## config.mk

```make
export PLATFORM = sky130hd
export DESIGN_NAME = register_file
export DESIGN_NICKNAME = d
export VERILOG_FILES = /design/src/rtl/pipeline_pkg.sv /design/src/rtl/regfile_read_port.sv /design/src/rtl/register_file.sv
export SDC_FILE = /design/constraint.sdc
export NUM_CORES = 2
export LEC_CHECK = 0
export CORE_UTILIZATION = 55
export CTS_CLUSTER_DIAMETER = 80
export DETAILED_ROUTE_END_ITERATION = 16
export PLACE_DENSITY = 0.72
export SLEW_MARGIN = 20
export SYNTH_ARGS = -nofsm -noshare
export SYNTH_HDL_FRONTEND = slang
export SYNTH_HIERARCHICAL = 1
export SYNTH_SLANG_ARGS = --single-unit
export TNS_END_PERCENT = 100
```

## constraint.sdc

```tcl
create_clock -name clk -period 37.8 [get_ports clk]
set_clock_uncertainty 0.05 [all_clocks]
set_input_delay 7.56 -clock clk [delete_from_list [all_inputs] [get_ports clk]]
set_output_delay 7.56 -clock clk [all_outputs]
set_load 0.005 [all_outputs]
```

## src/rtl/pipeline_pkg.sv

```systemverilog
// Shared pipeline constants, index/word types and the write-qualify helper.
// Latency: n/a (types only). Backpressure: n/a.
package pipeline_pkg;

  localparam int DATA_W   = 32;
  localparam int ADDR_W   = 5;
  localparam int NUM_REGS = 1 << ADDR_W;

  typedef logic [ADDR_W-1:0] reg_idx_t;
  typedef logic [DATA_W-1:0] word_t;

  localparam reg_idx_t REG_ZERO = '0;

  // A write only counts when enabled and aimed at something other than $0.
  function automatic logic wr_live(input logic we, input reg_idx_t idx);
    return we && (idx != REG_ZERO);
  endfunction

endpackage

```

## src/rtl/regfile_read_port.sv

```systemverilog
// One combinational read port: index decode, $0 forcing, optional write-through (REGFILE_BYPASS_EN).
// Latency: zero cycles, rd_idx -> rd_dat. Backpressure: none; always presents data.
module regfile_read_port #(
  parameter int DATA_W   = 32,
  parameter int ADDR_W   = 5,
  parameter int NUM_REGS = 32
) (
  input  logic [NUM_REGS-1:0][DATA_W-1:0] regs_dat,
  input  logic [ADDR_W-1:0]               rd_idx,
  input  logic                            byp_vld,
  input  logic [ADDR_W-1:0]               wr_idx,
  input  logic [DATA_W-1:0]               wr_dat,
  output logic [DATA_W-1:0]               rd_dat
);

  logic rd_is_zero;
  assign rd_is_zero = (rd_idx == '0);

`ifdef REGFILE_BYPASS_EN
  logic byp_hit;
  // byp_vld already excludes writes to $0 and writes during reset.
  assign byp_hit = byp_vld && (wr_idx == rd_idx);

  always_comb begin
    rd_dat = regs_dat[rd_idx];
    if (rd_is_zero) begin
      rd_dat = '0;
    end else if (byp_hit) begin
      rd_dat = wr_dat;
    end
  end
`else
  logic unused_byp;
  assign unused_byp = ^{byp_vld, wr_idx, wr_dat};

  always_comb begin
    rd_dat = regs_dat[rd_idx];
    if (rd_is_zero) begin
      rd_dat = '0;
    end
  end
`endif

endmodule

```

## src/rtl/register_file.sv

```systemverilog
// 32x32 MIPS register file: $0 hardwired to zero, two combinational reads, one clocked write.
// Latency: reads zero cycles; writes visible next cycle (same cycle with REGFILE_BYPASS_EN). Backpressure: none.
module register_file #(
  parameter int DATA_W   = pipeline_pkg::DATA_W,
  parameter int ADDR_W   = pipeline_pkg::ADDR_W,
  parameter int NUM_REGS = pipeline_pkg::NUM_REGS
) (
  input  logic              clk,
  input  logic              rst,
  input  logic              RegWrite,
  input  logic [ADDR_W-1:0] WriteReg,
  input  logic [DATA_W-1:0] wb_data,
  input  logic [ADDR_W-1:0] ReadReg1,
  input  logic [ADDR_W-1:0] ReadReg2,
  output logic [DATA_W-1:0] ReadData1,
  output logic [DATA_W-1:0] ReadData2
);

  import pipeline_pkg::*;

  logic [NUM_REGS-1:0][DATA_W-1:0] regs_q;
  logic [NUM_REGS-1:0][DATA_W-1:0] regs_d;
  logic                            wr_vld;
  logic                            byp_vld;

  assign wr_vld = RegWrite && (WriteReg != ADDR_W'(REG_ZERO));
  // Never bypass while held in reset so every index reads 0 there.
  assign byp_vld = wr_vld && !rst;

  always_comb begin
    regs_d = regs_q;
    if (wr_vld) begin
      regs_d[WriteReg] = wb_data;
    end
    regs_d[0] = '0;
  end

  always_ff @(posedge clk or posedge rst) begin
    if (rst) begin
      regs_q <= '0;
    end else begin
      regs_q <= regs_d;
    end
  end

  regfile_read_port #(
    .DATA_W  (DATA_W),
    .ADDR_W  (ADDR_W),
    .NUM_REGS(NUM_REGS)
  ) u_rd_port1 (
    .regs_dat(regs_q),
    .rd_idx  (ReadReg1),
    .byp_vld (byp_vld),
    .wr_idx  (WriteReg),
    .wr_dat  (wb_data),
    .rd_dat  (ReadData1)
  );

  regfile_read_port #(
    .DATA_W  (DATA_W),
    .ADDR_W  (ADDR_W),
    .NUM_REGS(NUM_REGS)
  ) u_rd_port2 (
    .regs_dat(regs_q),
    .rd_idx  (ReadReg2),
    .byp_vld (byp_vld),
    .wr_idx  (WriteReg),
    .wr_dat  (wb_data),
    .rd_dat  (ReadData2)
  );

endmodule

```

# Word-level counts from Yosys, hierarchy flattened
# Index checks and enable logic that the tools add are counted.
[word_totals]
regBits = 992
input_bits = 50
output_inout_bits = 64
wordCells = 49
[op_classes]
n_lt_le_gt_ge = 4
n_mux = 9
n_reduce_logical = 5
[op_table]
columns = ["cell", "n"]
rows = [
  ["$bwmux 1024", 1],
  ["$bmux 32 s5", 2],
  ["$demux 32 s5", 1],
  ["$mux 32", 5],
  ["$lt 5x6->1 const B", 3],
  ["$logic_not 5->1", 2],
  ["$ge 5x1->1 const B", 1],
  ["$reduce_bool 5->1", 1],
  ["$logic_and 1x1->1", 2],
]

# Depth between registers and ports, before layout
[depth]
depth_word = 5
depth_mapped = 7
ltp_nobuf = 4

# By module
# The synthesis kept the hierarchy.
[modules_own_cells]
columns = ["module", "n_inst", "cells_per_inst", "area_each_um2", "seq_area_each_um2"]
rows = [
  ["register_file", 1, 2225, 37126.9, 24823.8],
  ["regfile_read_port", 2, 664, 8368.0, 0.0],
]

# Worst setup path before layout
# OpenSTA, ideal clock, no wires.
[synth_path]
kind = "input to output"
start = "input ReadReg1[0]"
end = "output ReadData1[11]"
arrival_ns = 8.858
path_slack_ns = 21.332
path_stages = 5
n_path_buf = 2
cell_sequence = "buf_4 buf_2 mux4_2 a211oi_1 a311oi_2"
[synth_via]
elab_chain_cells = 3
elab_cells_between_ends = 4
cone_classes = "mux (3); reduce/logical (1)"
[synth_lines]
columns = ["element", "line", "rtl"]
rows = [
  ["start, declared", "register_file.sv:13", "input logic [ADDR_W-1:0] ReadReg1,"],
  ["$bmux 32 s5", "regfile_read_port.sv:37", "rd_dat = regs_dat[rd_idx];"],
  ["$mux 32 (implied by the code)", "regfile_read_port.sv:37", ""],
  ["$mux 32 *", "regfile_read_port.sv:38", "if (rd_is_zero) begin"],
  ["end, declared", "register_file.sv:15", "output logic [DATA_W-1:0] ReadData1,"],
]
# Every way passes the cells marked *; elsewhere a longest branch is shown, timed or not. The select of a mux whose other input is x is not followed.

# Final worst setup path
[layout_path]
start = "input ReadReg1[1]"
end = "output ReadData1[29]"
# Same word-level chain as after synthesis.

==> results.py <==
metrics = {
    "cells_and_area": {
        "multi_input_area_um2": 27300,
        "area_growth_syn_to_layout_pct": 9.52,
        "regMostFlops": "regs_q",
        "fin_nets": 3568,
        "top_regs": "regs_q x992",
        "n_fill_cell": 7036,
        "largest_reg_flops": 992,
        "layout-drive-gt1-share": 0.509,
        "final_cells": 4888,
        "seq_area_um2": 24800,
    },
    "die": {
        "initial_core_util": 0.556,
        "die_w_um": 315,
        "core_um2": 96900,
        "io_pins": 114,
        "row_count": 114,
        "dieArea_um2": 99200,
        "die_h_um": 315,
    },
    "worst_setup_path": {
        "crit_slowest_cell": "a311oi_1",
        "crit_family": "buffers and inverters",
        "required_ns": 30.19,
        "r2r_setup_slack_ns": 36.92,
        "path_cells": "buf_8 > buf_4 > buf_4 > buf_4 > mux4_2 > a22oi_1 > a311oi_1 > clkdlybuf4s50_1",
        "cpMostUsedCell": "buf_4",
        "critical-path-max-stage-delay_ns": 0.92,
        "crit_type": "primary input to primary output",
        "cp_num_buf_inv": 5,
        "startpoint_type": "primary input",
        "cp-end-kind": "primary output",
        "cp_data_arrival_time_ns": 12.82,
        "cp_max_fo": 70,
    },
    "outcome": {
        "violations": "DRC",
        "status": "complete, but fails checks",
    },
    "timing": {
        "slew_violations": 0,
        "max_freq_mhz": 48.9,
        "hold_viol_final": 0,
        "period_share": 0.541,
        "tightest_slew_ns": 1.30,
        "fin_ws_ns": 17.37,
        "rsz0062_at_grt": "false",
        "finalSetupTns_ns": 0,
        "finalSetupViolCount": 0,
        "min_period_ns": 20.43,
        "relSlewSlack": 0.130,
    },
    "clock_network": {
        "htree_levels": 3,
        "cts_num_sinks": 992,
        "cts_hold_buffers": 0,
        "cts_buffer_depth": 3,
        "cts_inserted_buffers": 104,
        "cts_tree": "done",
        "ctsResizeCount": 0,
        "clockRootBuffer": "clkbuf_16",
        "clk_pin_slew_ns": 0.06,
        "post_cts_buffers": 0,
        "clk_latency_ns": 0.69,
    },
    "global_route": {
        "overflow": 0,
        "grt_pass1_wl_um": 254000,
        "antenna_found_initial": 6,
        "grt_usage": 0.352,
        "grt_max_degree": 200,
        "first_global_vias": 36982,
    },
    "synth": {
        "synth_warnings": 6,
        "synth_cells": 3551,
        "syn_avg_cell_area_um2": 15.2,
        "syn-cell-area_um2": 53800,
    },
    "pwr": {
        "p_seq_frac": 0.459,
        "clkPwrFrac": 0.332,
        "intPower_mw": 2.25,
        "vdd_drop_max_mv": 0.0347,
        "power.switching_mw": 0.863,
        "combPwrFrac": 0.209,
        "p_per_area_nw_per_um2": 52.8,
        "p_leak_nw": 25.0,
        "p_sw_frac": 0.277,
    },
    "route": {
        "drt-initial-drc-count": 3660,
        "dr.pass1.iters": 13,
        "vias_per_cell": 7.27,
        "totalWireLength_um": 172000,
        "wl_per_cell_um": 35.2,
        "num_vias": 35552,
        "ant_nets": 0,
        "drc": 12,
    },
    "placement": {
        "place.gp.congestion": 0.828,
        "portBuffers": 113,
        "hpwl_um": 94200,
        "dpl_worst_slack_ns": 17.35,
        "dp_cells": 4687,
    },
    "hold_path": {
        "hold_class": "flip-flop to flip-flop",
    },
    "run": {
        "maxCapViolCount": 0,
    },
}
[placed cells by master, fill, tap and decap left out, types with 6 or more instances in the layout]
master	n
bufinv_16	6
a22oi_1	64
nand2_1	33
buf_6	6
clkinv_2	34
clkdlybuf4s50_1	101
mux4_2	448
clkbuf_16	106
mux2_2	1056
a211oi_1	64
clkbuf_1	20
o21ai_1	106
clkbuf_8	16
buf_4	72
conb_1	64
buf_2	6
dfrtp_1	992
nand2_2	11
a311oi_1	60
clkinvlp_4	9
nor2_4	18
nor2b_1	66
a221oi_1	48
o2111ai_1	16
mux2i_1	128
[power by group through the flow]
stage	Combinational, mW	Clock [mW]	Sequential [mW]
after detailed placement	0.643	0	1.44
after floorplan	0.509	0	1.39
final	0.651	1.03	1.43
after global placement	0.618	0	1.41
after CTS	0.647	1.04	1.42
after global routing	0.687	1.09	1.45
[per-stage QoR]
step / cell area, µm² / power, mW / util / hold WS (ns)
after global placement: 55500 / 2.03 / 0.573 / 0.449
after floorplan: 54100 / 1.90 / - / 0.441
after CTS: 58900 / 3.11 / 0.609 / 0.474
after detailed placement: 55500 / 2.08 / 0.573 / 0.461
after global routing: 59000 / 3.23 / 0.609 / 0.485
final: 59000 / 3.11 / 0.609 / 0.472
[layout make-up]
| cell class | instances | area share |
|---|---|---|
| Timing Repair Buffer | 193 | 0.0305 |
| Sequential cell | 992 | 0.421 |
| Tap cell | 1276 | 0.0271 |
| Multi-Input combinational cell | 2224 | 0.463 |
| Clock inverter | 54 | 0.00808 |
| Antenna cell | 4 | 0.000170 |
| Clock buffer | 142 | 0.0500 |
| Inverter | 3 | 0.000361 |
[worst paths after layout]
path,from,to,depth (start not counted)
max,ReadReg1[1],ReadData1[29],8
min,regs_q[959],regs_q[959],1
max reg2reg,regs_q[501],regs_q[501],1
min reg2reg,regs_q[959],regs_q[959],1
max in group asynchronous,rst,regs_q[364],5
min in group asynchronous,rst,regs_q[95],2
[layer usage]
metal  vias up  GRT usage  routed length [µm]
li1      13741          -                   -
met1     19169      0.474               65000
met2      2081      0.538               79300
met3       557     0.0826               17800
met4         4      0.177                9840
met5         -          0                  25
No activity file was read; power rests on OpenSTA's default activity.
